[src/rtl/debounce_edge_detect.sv]
// Raw async input -> synchronizer -> stability-qualified debounce FSM -> registered
// level plus single-cycle rise/fall pulses, with a saturating count of rejected bounces.
module debounce_edge_detect #(
  parameter int SYNC_STAGES     = 2,
  parameter int DEBOUNCE_CYCLES = 8,
  parameter int CNT_W           = 4,
  parameter int GLITCH_W        = 8
) (
  input  logic                clk,
  input  logic                rst,
  input  logic                async_in,
  input  logic                clear_glitch,
  output logic                level_out,
  output logic                rise_pulse,
  output logic                fall_pulse,
  output logic [GLITCH_W-1:0] glitch_count
);

  typedef enum logic [1:0] {LOW, LOW_CHK, HIGH, HIGH_CHK} state_t;

  localparam logic [CNT_W-1:0] CNT_LAST = CNT_W'(DEBOUNCE_CYCLES - 1);

  logic [SYNC_STAGES-1:0] sync_q;
  logic                   s;
  state_t                 state, state_nxt;
  logic [CNT_W-1:0]       cnt, cnt_nxt;
  logic                   level_nxt, rise_nxt, fall_nxt, glitch_ev;

  always_ff @(posedge clk) begin
    if (rst) sync_q <= '0;
    else     sync_q <= {sync_q[SYNC_STAGES-2:0], async_in};
  end

  assign s = sync_q[SYNC_STAGES-1];

  always_comb begin
    state_nxt = state;
    cnt_nxt   = cnt;
    level_nxt = level_out;
    rise_nxt  = 1'b0;
    fall_nxt  = 1'b0;
    glitch_ev = 1'b0;
    case (state)
      LOW: if (s) begin
        state_nxt = LOW_CHK;
        cnt_nxt   = CNT_W'(1);
      end
      LOW_CHK: begin
        if (!s) begin
          state_nxt = LOW;
          glitch_ev = 1'b1;
        end else if (cnt == CNT_LAST) begin
          state_nxt = HIGH;
          level_nxt = 1'b1;
          rise_nxt  = 1'b1;
        end else begin
          cnt_nxt = cnt + CNT_W'(1);
        end
      end
      HIGH: if (!s) begin
        state_nxt = HIGH_CHK;
        cnt_nxt   = CNT_W'(1);
      end
      HIGH_CHK: begin
        if (s) begin
          state_nxt = HIGH;
          glitch_ev = 1'b1;
        end else if (cnt == CNT_LAST) begin
          state_nxt = LOW;
          level_nxt = 1'b0;
          fall_nxt  = 1'b1;
        end else begin
          cnt_nxt = cnt + CNT_W'(1);
        end
      end
      default: state_nxt = LOW;
    endcase
  end

  always_ff @(posedge clk) begin
    if (rst) begin
      state      <= LOW;
      cnt        <= '0;
      level_out  <= 1'b0;
      rise_pulse <= 1'b0;
      fall_pulse <= 1'b0;
    end else begin
      state      <= state_nxt;
      cnt        <= cnt_nxt;
      level_out  <= level_nxt;
      rise_pulse <= rise_nxt;
      fall_pulse <= fall_nxt;
    end
  end

  // clear wins over a same-cycle glitch; the count sticks at all-ones
  always_ff @(posedge clk) begin
    if (rst || clear_glitch)             glitch_count <= '0;
    else if (glitch_ev && !(&glitch_count)) glitch_count <= glitch_count + GLITCH_W'(1);
  end

endmodule

[config.mk]
export PLATFORM = sky130hd
export DESIGN_NAME = debounce_edge_detect
export DESIGN_NICKNAME = d
export VERILOG_FILES = /design/src/rtl/debounce_edge_detect.sv
export SDC_FILE = /design/constraint.sdc
export NUM_CORES = 1
export LEC_CHECK = 0
export ABC_AREA = 0
export BUFFER_PORTS_ARGS = -buffer_cell sky130_fd_sc_hd__buf_2
export CAP_MARGIN = 40
export CORE_UTILIZATION = 52
export DETAILED_ROUTE_END_ITERATION = 10
export GPL_TIMING_DRIVEN = 0
export HOLD_SLACK_MARGIN = 0.03
export PLACE_DENSITY_LB_ADDON = 0.12
export REMOVE_ABC_BUFFERS = 1
export SETUP_SLACK_MARGIN = 0.15
export SYNTH_ARGS = -nofsm -noshare
export SYNTH_HDL_FRONTEND = slang
export SYNTH_SLANG_ARGS = --single-unit
[constraint.sdc]
create_clock -name clk -period 2 [get_ports clk]
set_input_delay 0.2 -clock clk [delete_from_list [all_inputs] [get_ports clk]]
set_output_delay 0.2 -clock clk [all_outputs]
set_load 0.01 [all_outputs]
# Word-level counts from Yosys, hierarchy flattened
# Index checks and enable logic that the tools add are counted.
# Widths: inputs -> output; s select.
# totals
ff_bits,19
input_bits,4
out_inout_bits,11
elab_cells,57
# op_classes
add_sub_neg,2
eq_ne,12
n_mux,22
bitwise,3
reduce_logical,11
# op_table
cell,n
$mux 4,5
$pmux 4 s4,1
$mux 2,6
$ne 2x2->1 const B,6
$add 8x1->8 const B,1
$pmux 2 s4,1
$reduce_and 4->1,2
$reduce_and 8->1,1
$mux 1,7
$ne 3x3->1 const B,2
$reduce_or 3->1,2
$reduce_and 5->1,1
$add 4x1->4 const B,1
$eq 2x2->1 const B,2
$eq 4x3->1 const B,1
$pmux 1 s2,2
$not 1->1,3
$eq 2x1->1 const B,1
$logic_not 2->1,1
$reduce_bool 2->1,1
$logic_and 1x1->1,1
$logic_not 1->1,1
$logic_or 1x1->1,1

# Depth between registers and ports, before layout
# logic_depth
depth_word,4
mapped_depth,5
ltp_nobuf,5

# Worst setup path after synthesis
# OpenSTA, ideal clock, no wires.
# synth_timing
path_type,register to register
from,register glitch_count[0]
to,register glitch_count[5]
setup_ps,70
arrival_time_ps,1334
t_required_ps,1930
slack_ps,596
stages_incl_launch_ff,6
n_path_buf,0
synth_period_minus_slack_ps,1404
cell_sequence,dfxtp_1 -> ha_1 -> nand3_1 -> o2111ai_2 -> or3_1 -> a21oi_1
# synth_via
elab_chain_len,3
word_cells_on_any_way,4
classes_between,1 x add/sub; 3 x reduce/logical
# synth_lines
element,line_no,text
"start, declared",16,output logic [GLITCH_W-1:0] glitch_count
"start signal, assigned",99,else if (glitch_ev && !(&glitch_count)) glitch_count <= glitch_count + GLITCH_W'(1);
branches (longest 3 deep; another with $add 8x1->8),-,
# Parallel ways; which one is timed is not known.
# A chain may end at the register's enable or synchronous reset.

==> results.md <==
* Drc violations at 0
* Gates resized, CTS repair at 0
* Adder-cell share of the synthesized area at 0.0310
* Netlist Area Pre-Place at approximately 800 sq um
* Row cnt at 13
* Commonest cells post-synth: 19 x dfxtp_1, 9 x a21oi_1, 9 x nor2_1
* Pre-Repair DR Iteration Count at 4
* Setup-failing EPs final at 0
* Vias in the first global route at 593
* Synth-to-Final Area Change at 12.7%
* Leak at 0.359 nW
* Switch share at 0.218
* Least-Margin Pin Slew at 0.417 ns
* Die Area at 1720 sq um
* Largest family of logic cells by synthesized area: simple AND/OR/NAND/NOR gates
* Post-synth EDFFs at 0
* Rel. slew slack at 0.721
* Comb power frac at 0.044
* Skew-Pair Late Insertion Delay at slightly below 0.3 ns
* Synth Flop Type: dfxtp_1
* Final GP Congestion at approximately 0.78
* Yosys warning count at 0
* Post-CTS Setup Inserts at 0
* Period utilization at 0.773
* HP Class: input port to flop
* CP endpoint: glitch_count[7]$_SDFFE_PP0P_
* Syn_area_per_cell at around 9.2 sq um
* Fill count at 126
* Mux share of post-synthesis cell area at 0.0124
* Unique masters post-synth at 30
* PwrDens at roughly 660 nW/um^2
* Metal-1 WL at 667 um
* Cts bufs inserted at 3
* Core area at approximately 1400 sq um
* Final Slew Violations at 0
* Top Metal Used: met4
* Clk buf depth at 2
* Clock-pin slew on the worst setup and hold paths at 0.10 ns
* CTS tree: yes
* Fmax at 647 MHz
* Final Hold Fails at 0
* Layout net count at 110
* Crit-path max FO at 6
* Syn Inst Count at 88
* Max-cap violation count at 0
* Post-synthesis register bit count at 19
* Ys async rst share at 0
* Reg2reg setup slack at 0.45 ns
* Register area share after synthesis at 0.471
* CP Capture Type: flop
* RSZ-0062 raised after global routing: false
* Largest cells by area after synthesis: dfxtp_1 47%, a21oi_1 5.6%, xor2_1 5.4%
* Total net switching power at roughly 0.00013 W
* Leading area contributor after synthesis: dfxtp_1
* Int Pwr at roughly 0.00047 W
* Status: finished clean
* Share of the synthesized area in the top cell type at 0.471
* Arr. time, crit path at ~1.8 ns
* Total routed wirelength at 1320 um
* Met3 wire len at 61 um
* H-tree depth at 1
* Die height at 41.4 um
* Detailed placement HPWL at 959 um
* Peak VDD IR at 0.467 mV
* Grt total ovfl at 0
* Routed via count at 679
* Count of input and output buffers at 14
* Place WS at slightly below 0.5 ns
* Clock network power share at 0.313
* Tot GR Track Use at 0.178
* Sequential Power Share at 0.644
* CTS Sinks at 19
* DR iter-0 viols at 11
* Crit path time final at between 1.5 and 2 ns
* Clock Skews at a little over 0.003 ns
* WL/cell at about 11 um
* Chip Width at approximately 41 um
* First-pass GRT wire length at 2350 um
* IO Count at 15
* Setup WS post-layout at 0.454 ns
* Compound-Gate Fraction of Synth Area at 0.150
* R2R depth at 4
* Count leader, synth: dfxtp_1
* Via density at about 5.8
* Clock root cell: clkbuf_4
* Reg-to-reg endpoint: glitch_count[7]$_SDFFE_PP0P_
* Critical Path RT at 2.23 ns
* # hold bufs at CTS at 0
* Crit Path Category: flop to flop
* Ant. Diodes at 0
* Simple-Gate Fraction of Synth Area at 0.241
* Share of cells above drive strength 1 at 0.204
* WL met2 at 560 um
* Largest net degree at the start of global routing at 13
* Antenna Nets Post-Route at 0
* Antenna violations before repair at 0
* Sum Neg Setup Slack at 0 ns
* Initial core utilization at 0.592
* XOR/XNOR Fraction of Synth Area at 0.0743
* Startpoint Class: flop
-- metrics by stage --
step                      cells   util  area, sq um  total power, W  hold slack [ns]
after global routing        118  0.667          911        0.000634            0.102
after CTS                   118  0.667          911        0.000615            0.101
after detailed placement    114  0.647          885        0.000425            0.416
after floorplan              85      -          796        0.000413            0.269
after global placement      114  0.647          885        0.000424            0.407
final                       118  0.667          911        0.000605            0.111
-- sequential cells by signal (all words and copies together) (netlist names), named ones only --
register and cells:
glitch_count 8, sync_q 2, rise_pulse 1, state 1, level_out 1, fall_pulse 1
cnt 4
-- how the worst min path moves through the flow --
stage	startpoint	to	slack, ns	cells after the start
after CTS	async_in	sync_q[0]$_SDFF_PP0_	0.10	2
after floorplan	rst	cnt[1]$_SDFFE_PP0P_	0.27	1
after global placement	async_in	sync_q[0]$_SDFF_PP0_	0.41	2
after global routing	async_in	sync_q[0]$_SDFF_PP0_	0.10	2
final	async_in	sync_q[0]$_SDFF_PP0_	0.11	2
after detailed placement	async_in	sync_q[0]$_SDFF_PP0_	0.42	2
-- per-layer routing --
metal	global-route usage	vias up
met5	0	-
li1	-	350
met1	0.204	307
met4	0.103	0
met2	0.288	17
met3	0.0565	5
-- worst max-delay path, cell delays in order (launching register included) --
cell and delay [ns]:
dfxtp_1 0.40, xnor2_2 0.32, o2111ai_2 0.24, or3_1 0.39
a21oi_1 0.13
-- power groups by stage --
stage	registers, W	logic (W)	clock network [W]
after floorplan	0.000398	0.0000150	0
after global placement	0.000398	0.0000261	0
after detailed placement	0.000398	0.0000267	0
after CTS	0.000390	0.0000267	0.000198
after global routing	0.000391	0.0000294	0.000214
final	0.000389	0.0000263	0.000189
-- placed cells by master (no fill, tap or decap) --
master      n
mux2i_1     1
a31oi_1     1
a41o_2      1
o2111ai_1   1
ha_1        2
nand4_1     5
nor4_1      1
o21ai_0     4
nand3_1     3
clkbuf_4    3
o211ai_1    1
dfxtp_1    19
xor2_1      5
nand2_1     6
o21bai_1    1
buf_2      14
a21oi_1     9
inv_1       1
o2111ai_2   1
nand4b_1    1
or2_2       1
nand3b_1    1
or3_1       4
nor2b_1     2
nor4b_1     1
and3_1      2
nor2_1      9
xnor2_2     1
nor3_1      1
clkbuf_1    1
-- cell families (layout without fill, tap and decap cells) --
logic type | after synthesis | count (layout)
buffers and inverters | 4 | 19
adders and majority gates | 2 | 2
AOI/OAI and AO/OA | 19 | 19
and+or+nand+nor | 37 | 37
muxes | 1 | 1
DFF | 19 | 19
xor gates and xnor gates | 6 | 6
-- area by class of cell --
class,count,area [sq um],share of cell area
Inverter,1,3.75,0.00412
Clock buffer,4,26.3,0.0288
Timing Repair Buffer,14,70.1,0.0769
Multi-Input combinational cell,65,412,0.452
Sequential cell,19,380,0.418
Tap cell,15,18.8,0.0206
(Power assumes the default switching activity.)
